`src/rtl/xor_unmask_rx_if.sv`:
```
// +--------------------------------------------------------------------------+
// | xor_unmask_rx_if : slot-in / word-out bundle for xor_unmask_rx. Rev 1.0  |
// +--------------------------------------------------------------------------+
`default_nettype none

interface xor_unmask_rx_if #(
    parameter int WIDTH = 8
);
    logic             in_valid;
    logic             y_in;
    logic             b_in;
    logic             c_in;
    logic             out_ready;
    logic [WIDTH-1:0] out_data;
    logic             out_valid;
    logic             overrun;
    logic             blank_err;
    logic             parity_err;

    modport master (
        output in_valid, y_in, b_in, c_in, out_ready,
        input  out_data, out_valid, overrun, blank_err, parity_err
    );

    modport slave (
        input  in_valid, y_in, b_in, c_in, out_ready,
        output out_data, out_valid, overrun, blank_err, parity_err
    );
endinterface

`default_nettype wire

```
`src/rtl/xor_unmask_rx.sv`:
```
// +--------------------------------------------------------------------------+
// | xor_unmask_rx : decodes y^b slots LSB-first into WIDTH-bit words. Rev 1.0|
// | Optional macro XOR_RX_PARITY_EN adds a trailing even-parity bit/frame.   |
// +--------------------------------------------------------------------------+
`default_nettype none

module xor_unmask_rx #(
    parameter int WIDTH = 8
) (
    input  logic           clk,
    input  logic           rst_n,
    xor_unmask_rx_if.slave bus
);
`ifdef XOR_RX_PARITY_EN
    localparam int FRAME = WIDTH + 1;
`else
    localparam int FRAME = WIDTH;
`endif
    localparam int CNT_W = $clog2(FRAME + 1);

    typedef enum logic [0:0] {
        IDLE  = 1'b0,
        SHIFT = 1'b1
    } state_t;

    state_t           state;
    logic [FRAME-1:0] sr;
    logic [CNT_W-1:0] cnt;
    logic [WIDTH-1:0] out_data;
    logic             out_valid;
    logic             overrun;
    logic             blank_err;

    logic             data_slot;
    logic             bit_dec;
    logic [FRAME-1:0] sr_next;
    logic             last_bit;
    logic             accept;

    assign data_slot = bus.in_valid && !bus.c_in;
    assign bit_dec   = bus.y_in ^ bus.b_in;
    assign sr_next   = {bit_dec, sr[FRAME-1:1]};
    assign last_bit  = data_slot && (cnt == CNT_W'(FRAME - 1));
    // A held word may be replaced in the same cycle it is being consumed.
    assign accept    = !out_valid || bus.out_ready;

`ifdef XOR_RX_PARITY_EN
    logic parity_err;

    always_ff @(posedge clk or negedge rst_n) begin
        if (!rst_n) begin
            parity_err <= 1'b0;
        end else if (last_bit && accept) begin
            parity_err <= ^sr_next;
        end
    end

    assign bus.parity_err = parity_err;
`else
    assign bus.parity_err = 1'b0;
`endif

    always_ff @(posedge clk or negedge rst_n) begin
        if (!rst_n) begin
            state     <= IDLE;
            sr        <= '0;
            cnt       <= '0;
            out_data  <= '0;
            out_valid <= 1'b0;
            overrun   <= 1'b0;
            blank_err <= 1'b0;
        end else begin
            if (data_slot) begin
                sr <= sr_next;
                if (last_bit) begin
                    cnt   <= '0;
                    state <= IDLE;
                end else begin
                    case (state)
                        IDLE:    cnt <= CNT_W'(1);
                        default: cnt <= cnt + CNT_W'(1);
                    endcase
                    state <= SHIFT;
                end
            end

            if (bus.in_valid && bus.c_in && bus.y_in) begin
                blank_err <= 1'b1;
            end

            if (last_bit) begin
                if (accept) begin
                    out_data  <= sr_next[WIDTH-1:0];
                    out_valid <= 1'b1;
                end else begin
                    overrun   <= 1'b1;
                end
            end else if (out_valid && bus.out_ready) begin
                out_valid <= 1'b0;
            end
        end
    end

    assign bus.out_data  = out_data;
    assign bus.out_valid = out_valid;
    assign bus.overrun   = overrun;
    assign bus.blank_err = blank_err;

endmodule

`default_nettype wire

```
`src/flat_wrapper.sv`:
```
// flat-port wrapper written by rule: the top's interface ports become plain ports
module xor_unmask_rx_flat 
#(
    parameter int WIDTH = 8
)
  (clk, rst_n, bus_in_valid, bus_y_in, bus_b_in, bus_c_in, bus_out_ready, bus_out_data, bus_out_valid, bus_overrun, bus_blank_err, bus_parity_err);
  xor_unmask_rx_if #(.WIDTH(WIDTH)) bus_i ();
  input  logic clk;
  input  logic rst_n;
  input wire logic [$bits(bus_i.in_valid)-1:0] bus_in_valid;
  input wire logic [$bits(bus_i.y_in)-1:0] bus_y_in;
  input wire logic [$bits(bus_i.b_in)-1:0] bus_b_in;
  input wire logic [$bits(bus_i.c_in)-1:0] bus_c_in;
  input wire logic [$bits(bus_i.out_ready)-1:0] bus_out_ready;
  output wire logic [$bits(bus_i.out_data)-1:0] bus_out_data;
  output wire logic [$bits(bus_i.out_valid)-1:0] bus_out_valid;
  output wire logic [$bits(bus_i.overrun)-1:0] bus_overrun;
  output wire logic [$bits(bus_i.blank_err)-1:0] bus_blank_err;
  output wire logic [$bits(bus_i.parity_err)-1:0] bus_parity_err;
  assign bus_i.in_valid = bus_in_valid;
  assign bus_i.y_in = bus_y_in;
  assign bus_i.b_in = bus_b_in;
  assign bus_i.c_in = bus_c_in;
  assign bus_i.out_ready = bus_out_ready;
  assign bus_out_data = bus_i.out_data;
  assign bus_out_valid = bus_i.out_valid;
  assign bus_overrun = bus_i.overrun;
  assign bus_blank_err = bus_i.blank_err;
  assign bus_parity_err = bus_i.parity_err;
  xor_unmask_rx #(.WIDTH(WIDTH)) u_core (.clk(clk), .rst_n(rst_n), .bus(bus_i));
endmodule
```
`config.mk`:
```
export PLATFORM = sky130hd
export DESIGN_NAME = xor_unmask_rx_flat
export DESIGN_NICKNAME = d
export VERILOG_FILES = /design/src/rtl/xor_unmask_rx_if.sv /design/src/rtl/xor_unmask_rx.sv /design/src/flat_wrapper.sv
export SDC_FILE = /design/constraint.sdc
export NUM_CORES = 1
export LEC_CHECK = 0
export CORE_ASPECT_RATIO = 1.5
export CORE_UTILIZATION = 40
export DETAILED_ROUTE_END_ITERATION = 10
export PLACE_DENSITY = 0.69
export SYNTH_ARGS = -nofsm -noshare
export SYNTH_HDL_FRONTEND = slang
export SYNTH_SLANG_ARGS = --single-unit
```
`constraint.sdc`:
```
create_clock -name clk -period 2 [get_ports clk]
set_input_delay 0.4 -clock clk [delete_from_list [all_inputs] [get_ports clk]]
set_output_delay 0.4 -clock clk [all_outputs]
set_load 0.02 [all_outputs]
```
==> results of run 1 <==
==> layout make-up <==
| type | instances | area share |
|---|---|---|
| clock inverter | 1 | 0.00411 |
| clock buffer | 3 | 0.0185 |
| tap | 23 | 0.0236 |
| inverter | 1 | 0.00308 |
| multi-input combinational | 59 | 0.304 |
| sequential | 23 | 0.472 |
| timing repair buffer | 21 | 0.175 |
==> per-stage QoR <==
stage	hold slack (ns)	std cells	util	setup WS, ns
floorplan	0.104	86	-	0.493
global placement	0.442	127	0.527	0.172
detailed placement	0.454	127	0.527	0.122
global route	0.428	131	0.539	0.249
CTS	0.418	131	0.539	0.292
finish	0.413	131	0.539	0.310
==> logic make-up (layout without fill, tap and decap cells) <==
logic type / after synthesis / in the layout
AO/OA/AOI/OAI: 7 / 7
XOR/XNOR: 1 / 1
adder cells (fa/ha/maj): 1 / 1
buffers and inverters: 4 / 26
flip-flops: 23 / 23
multiplexers: 8 / 8
other: 1 / 1
AND/OR/NAND/NOR: 41 / 41
==> state kept, by name (all words and copies together) (netlist names) <==
name,count
u_core.bus.out_data,8
u_core.sr,7
u_core.cnt,4
u_core.bus.blank_err,1
u_core.bus.out_valid,1
u_core.bus.overrun,1
u_core.state,1
==> worst max path at each step <==
stage	start	end	slack, ns	cells after the start
4_1_cts	u_core.bus.out_data[7]	bus_out_data[7]	0.29	1
3_3_place_gp	bus_out_ready	u_core.bus.out_data[4]	0.17	5
2_1_floorplan	u_core.cnt[0]	u_core.bus.out_data[0]	0.49	4
5_1_grt	u_core.bus.out_data[7]	bus_out_data[7]	0.25	1
6_report	u_core.bus.out_data[7]	bus_out_data[7]	0.31	1
3_5_place_dp	bus_in_valid	u_core.bus.out_data[1]	0.12	5
==> report_power, final <==
part	switching, mW	leakage [nW]	internal (mW)	total (mW)
registers	0.0801	0.296	0.575	0.655
clock network	0.137	0.0177	0.0747	0.211
logic	0.173	0.298	0.195	0.368
total	0.390	0.612	0.845	1.23
==> layer usage <==
layer,GRT usage,up-vias,part of all wire
li1,-,322,-
met1,0.180,314,0.45
met2,0.234,15,0.49
met3,0.0262,4,0.038
met4,0.102,0,0.024
met5,0,-,0
==> cell usage in the layout (no fill, tap or decap), drive strengths merged <==
master	n
nor2	4
nand3	5
conb	1
ha	1
mux2	8
inv	1
xor2	1
dfrtp	23
or2	1
o21ai	3
and2b	2
a21o	1
buf	4
o22ai	1
a31o	1
a21oi	1
nor2b	1
clkbuf	3
nand2b	1
nand3b	1
nand2	25
nor3	1
clkinv	1
clkdlybuf4s50	17
==> summary.txt, run 1 <==
Starting DRC count in detailed routing -> 12
Dpl hpwl -> 1.20 mm
Outcome -> finished clean
Synth warn -> 0
Area leader, netlist -> dfrtp_1
Crit-path cells -> clkdlybuf4s50_1
Multiplexer share of the synthesized area -> 0.0933
Worst R2R Path Depth -> 5
Design area -> 1220 µm²
Initial antenna violation count -> 0
H-tree Lvls -> 1
Primary FF master, synth -> dfrtp_1
Worst-path maximum fanout -> 2
WS Path Type -> flop to output port
Setup crit start kind -> flop
Async set-reset flop share out of synthesis -> 1.00
WP buf/inv -> 1
First-pass GRT wire length -> 2.97 mm
Antenna cell count -> 0
Avg Cell Area, Syn -> 11.2 µm²
Initial Utilization -> 0.427
Total power density per cell area -> 1010 nW/µm²
Critical Path AT -> 1.29 ns
CP max stage delay -> 0.60 ns
Post-synth top cells -> nand2_1, dfrtp_1, mux2_2
Vias in the first global route -> 658
Via-per-instance ratio -> 5.00
Power consumption -> 1.23 mW
Skew final -> 0.0109 ns
Total CTS buffers -> 3
Fraction of layout cells with a size suffix above 1 -> 0.204
Total track usage -> 0.148
Post-CTS sizing -> 0
Placement Rows -> 21
Worst setup EP type -> output port
Hold Path Class -> input port to asynchronous set/reset pin
CTS tree -> built
Yosys reg bits -> 23
Reg2reg end -> u_core.bus.out_data[1]
Critical Path RT -> 1.60 ns
Setup bufs post-CTS -> 0
Post-synth top area share -> 0.596
Synthesized area -> 966 µm²
Synth Area in Adders -> 0.0130
Hold Vio Cnt, Final -> 0
Critical path's slowest cell -> clkdlybuf4s50_1
Setup-failing EPs final -> 0
Post-synthesis xor/xnor area fraction -> 0.00907
Min Tclk post-route -> 1.69 ns
Die Footprint -> 2620 µm²
FF/Latch Area -> 576 µm²
Total number of vias -> 655
Largest family of logic cells by synthesized area -> simple AND/OR/NAND/NOR gates
Post-synth EDFFs -> 0
Setup Total Neg Slack -> 0 ns
Area Growth Syn to Fin -> 26.2%
Clk buf depth -> 2
Root buffer cell -> clkbuf_4
RSZ-0062 raised after global routing -> no
Clock Pin Slew Worst Setup and Hold Paths -> 0.13 ns
DP Area -> 1190 µm²
Post-Synth Simple-Gate Area -> 0.220
Fill count -> 206
DRT Wirelength -> 1.64 mm
Top-count cell post-synth -> nand2_1
Flop2flop setup slack -> 0.39 ns
Net count of the mapped netlist -> 94
Ratio of final minimum period to clock period -> 0.845
DR WL/cell -> 12.5 µm
Area taken by multi-input logic gates -> 370 µm²
Die H -> 62.2 µm
Critical R2R Launch -> u_core.cnt[0]
DRC -> 0
I/O pin count -> 19
MaxCap Viol Count -> 0
Sequential share of the synthesized area -> 0.596
Die X -> 42.1 µm
Max-slew violations -> 0
Fmax -> 592 MHz
Worst-Skew Late Latency -> 0.31 ns
Global route total overflow -> 0
Pleak -> 0.612 nW
Compound-cell area share of the yosys netlist -> 0.0440
Delay-heaviest family, CP -> buffers and inverters
Final nets -> 117
CTS sink cnt -> 23
Library cells used by synthesis -> 24
Top post-synthesis cells by area -> dfrtp_1, nand2_1, mux2_2, nand3_1, nand3b_4
Core region area -> 2260 µm²
I/O Buffers -> 17
Post-route antenna net violation count -> 0
Syn Inst Count -> 86
GPL Wtd Cong -> 0.703
Max IR drop VDD -> 0.415 mV
Largest net degree at the start of global routing -> 24
Cts hold-fix bufs -> 0
First-pass DRT Iterations -> 4
(Power assumes the default switching activity.)
==> inputs of run 2 (changes only) <==
- clock period: 2 -> 1.8 ns (I/O delays scaled with it)
==> run 2 against run 1 <==
Clock power increased by 14%. Die area is the same. Sequential power is 11% higher. Clock-buffer cell count unchanged. Register-to-register slack worse by 0.20 ns. Largest power group unchanged. Design area increased by 1.8%. Final cell count increased by 2.3%. Hold slack worse by 0.046 ns. Highest routed layer unchanged. Routed wire length shrank 1.3%. Sequential share of layout area is 0.86 points lower. Clock skew shrank 0.0068 ns.
==> summary.txt, run 2 (synthesis gave the netlist of run 1 again) <==
Outcome -> finished clean
Fraction of layout cells with a size suffix above 1 -> 0.225
DP Area -> 1210 µm²
Initial Utilization -> 0.427
Worst setup EP type -> output port
Worst-Skew Late Latency -> 0.31 ns
Commonest non-fill, non-tap cells in the layout -> nand2_1, dfrtp_1, clkdlybuf4s50_1
Setup crit start kind -> flop
Skew final -> 0.00411 ns
Psw -> 0.434 mW
Initial antenna violation count -> 0
Delay-heaviest family, CP -> buffers and inverters
Critical Path RT -> 1.44 ns
Worst R2R Path Depth -> 5
Die Footprint -> 2620 µm²
Power share of the combinational group -> 0.298
Total track usage -> 0.149
Total power density per cell area -> 1110 nW/µm²
Cell Count, Final, Fillers Out -> 134
CP startpoint -> u_core.bus.overrun
Top reg by flops -> u_core.bus.out_data
Biggest regs -> u_core.bus.out_data x8, u_core.sr x7, u_core.cnt x4
WS Path Type -> flop to output port
GPL Wtd Cong -> 0.714
DRT Wirelength -> 1.62 mm
Placement Rows -> 21
Cts hold-fix bufs -> 0
Setup crit end -> bus_overrun
Hold Path Class -> input port to asynchronous set/reset pin
Crit-path cells -> clkdlybuf4s50_1
Dpl hpwl -> 1.18 mm
Critical Path AT -> 1.30 ns
Critical R2R Launch -> u_core.cnt[0]
Max IR drop VDD -> 0.619 mV
Design area -> 1240 µm²
Max-slew violations -> 0
Post-CTS sizing -> 0
Worst-path maximum fanout -> 2
H-tree Lvls -> 1
Setup Total Neg Slack -> 0 ns
Hold Vio Cnt, Final -> 0
CTS sink cnt -> 23
Crit. path cell count -> 1
Root buffer cell -> clkbuf_4
Ratio of final minimum period to clock period -> 0.922
Total number of vias -> 665
Area Growth Syn to Fin -> 28.5%
Core region area -> 2260 µm²
Min Tclk post-route -> 1.66 ns
CP max stage delay -> 0.61 ns
Antenna cell count -> 0
Most common cell after layout, fill and taps aside -> nand2_1
Internal Power -> 0.942 mW
Starting DRC count in detailed routing -> 10
Total CTS buffers -> 3
Global route total overflow -> 0
Largest net degree at the start of global routing -> 24
Max reg flops -> 8
MaxCap Viol Count -> 0
Switching Fraction -> 0.316
Pleak -> 0.627 nW
Placed Cells -> 130
Setup bufs post-CTS -> 0
Die H -> 62.2 µm
CTS tree -> built
Final nets -> 120
First-pass GRT wire length -> 3.02 mm
Flop2flop setup slack -> 0.19 ns
DRC -> 0
Clock network power share -> 0.174
Clk buf depth -> 2
Post-route antenna net violation count -> 0
Sequential Power Share -> 0.528
First-pass DRT Iterations -> 4
Vias in the first global route -> 684
DR WL/cell -> 12.1 µm
Setup-failing EPs final -> 0
I/O pin count -> 19
Fmax -> 603 MHz
Via-per-instance ratio -> 4.96
RSZ-0062 raised after global routing -> no
Critical path's slowest cell -> clkdlybuf4s50_1
WP buf/inv -> 1
Clock Pin Slew Worst Setup and Hold Paths -> 0.13 ns
I/O Buffers -> 17
Die X -> 42.1 µm
Reg2reg end -> u_core.bus.out_data[0]
[run 2: cell count changes in the layout (fill, tap and decap cells not counted), sizes merged]
cell,before,now
buf,4,7
[run 2: per-layer routing]
| layer | part of all wire | vias up | global-route usage | wire length [µm] |
|---|---|---|---|---|
| met5 | 0 | - | 0 | 0 |
| met4 | 0.024 | 0 | 0.0820 | 38 |
| met3 | 0.038 | 4 | 0.0203 | 61 |
| met2 | 0.50 | 14 | 0.242 | 806 |
| met1 | 0.44 | 316 | 0.189 | 709 |
| li1 | - | 331 | - | - |
[run 2: worst min-delay path by stage]
stage | slack (ns) | endpoint | from
after floorplan | 0.06 | u_core.bus.blank_err | rst_n
after global placement | 0.44 | u_core.bus.overrun | u_core.bus.overrun
after detailed placement | 0.46 | u_core.bus.overrun | u_core.bus.overrun
after CTS | 0.38 | u_core.cnt[2] | rst_n
after global routing | 0.39 | u_core.cnt[2] | rst_n
final | 0.37 | u_core.cnt[2] | rst_n
[run 2: per-stage QoR]
step	total power [mW]	worst slack (ns)	hold WS (ns)	utilization
floorplan	0.971	0.293	0.0644	-
global placement	1.14	-0.00234	0.439	0.537
detailed placement	1.15	-0.0294	0.457	0.537
CTS	1.39	0.121	0.376	0.549
global route	1.48	0.0839	0.393	0.549
finish	1.38	0.141	0.368	0.549
[run 2: final cells by class]
| class | count | area (µm²) |
|---|---|---|
| Clock inverter | 1 | 5.00 |
| Sequential cell | 23 | 576 |
| Tap cell | 23 | 28.8 |
| Timing Repair Buffer | 24 | 235 |
| Fill cell | 204 | 1020 |
| Inverter | 1 | 3.75 |
| Multi-Input combinational cell | 59 | 370 |
| Clock buffer | 3 | 22.5 |
[run 2: power groups by stage]
stage               clock network (mW)  registers (mW)  logic [mW]
floorplan                            0           0.790       0.181
detailed placement                   0           0.740       0.414
CTS                              0.250           0.730       0.415
global route                     0.270           0.753       0.453
global placement                     0           0.736       0.406
finish                           0.240           0.727       0.410
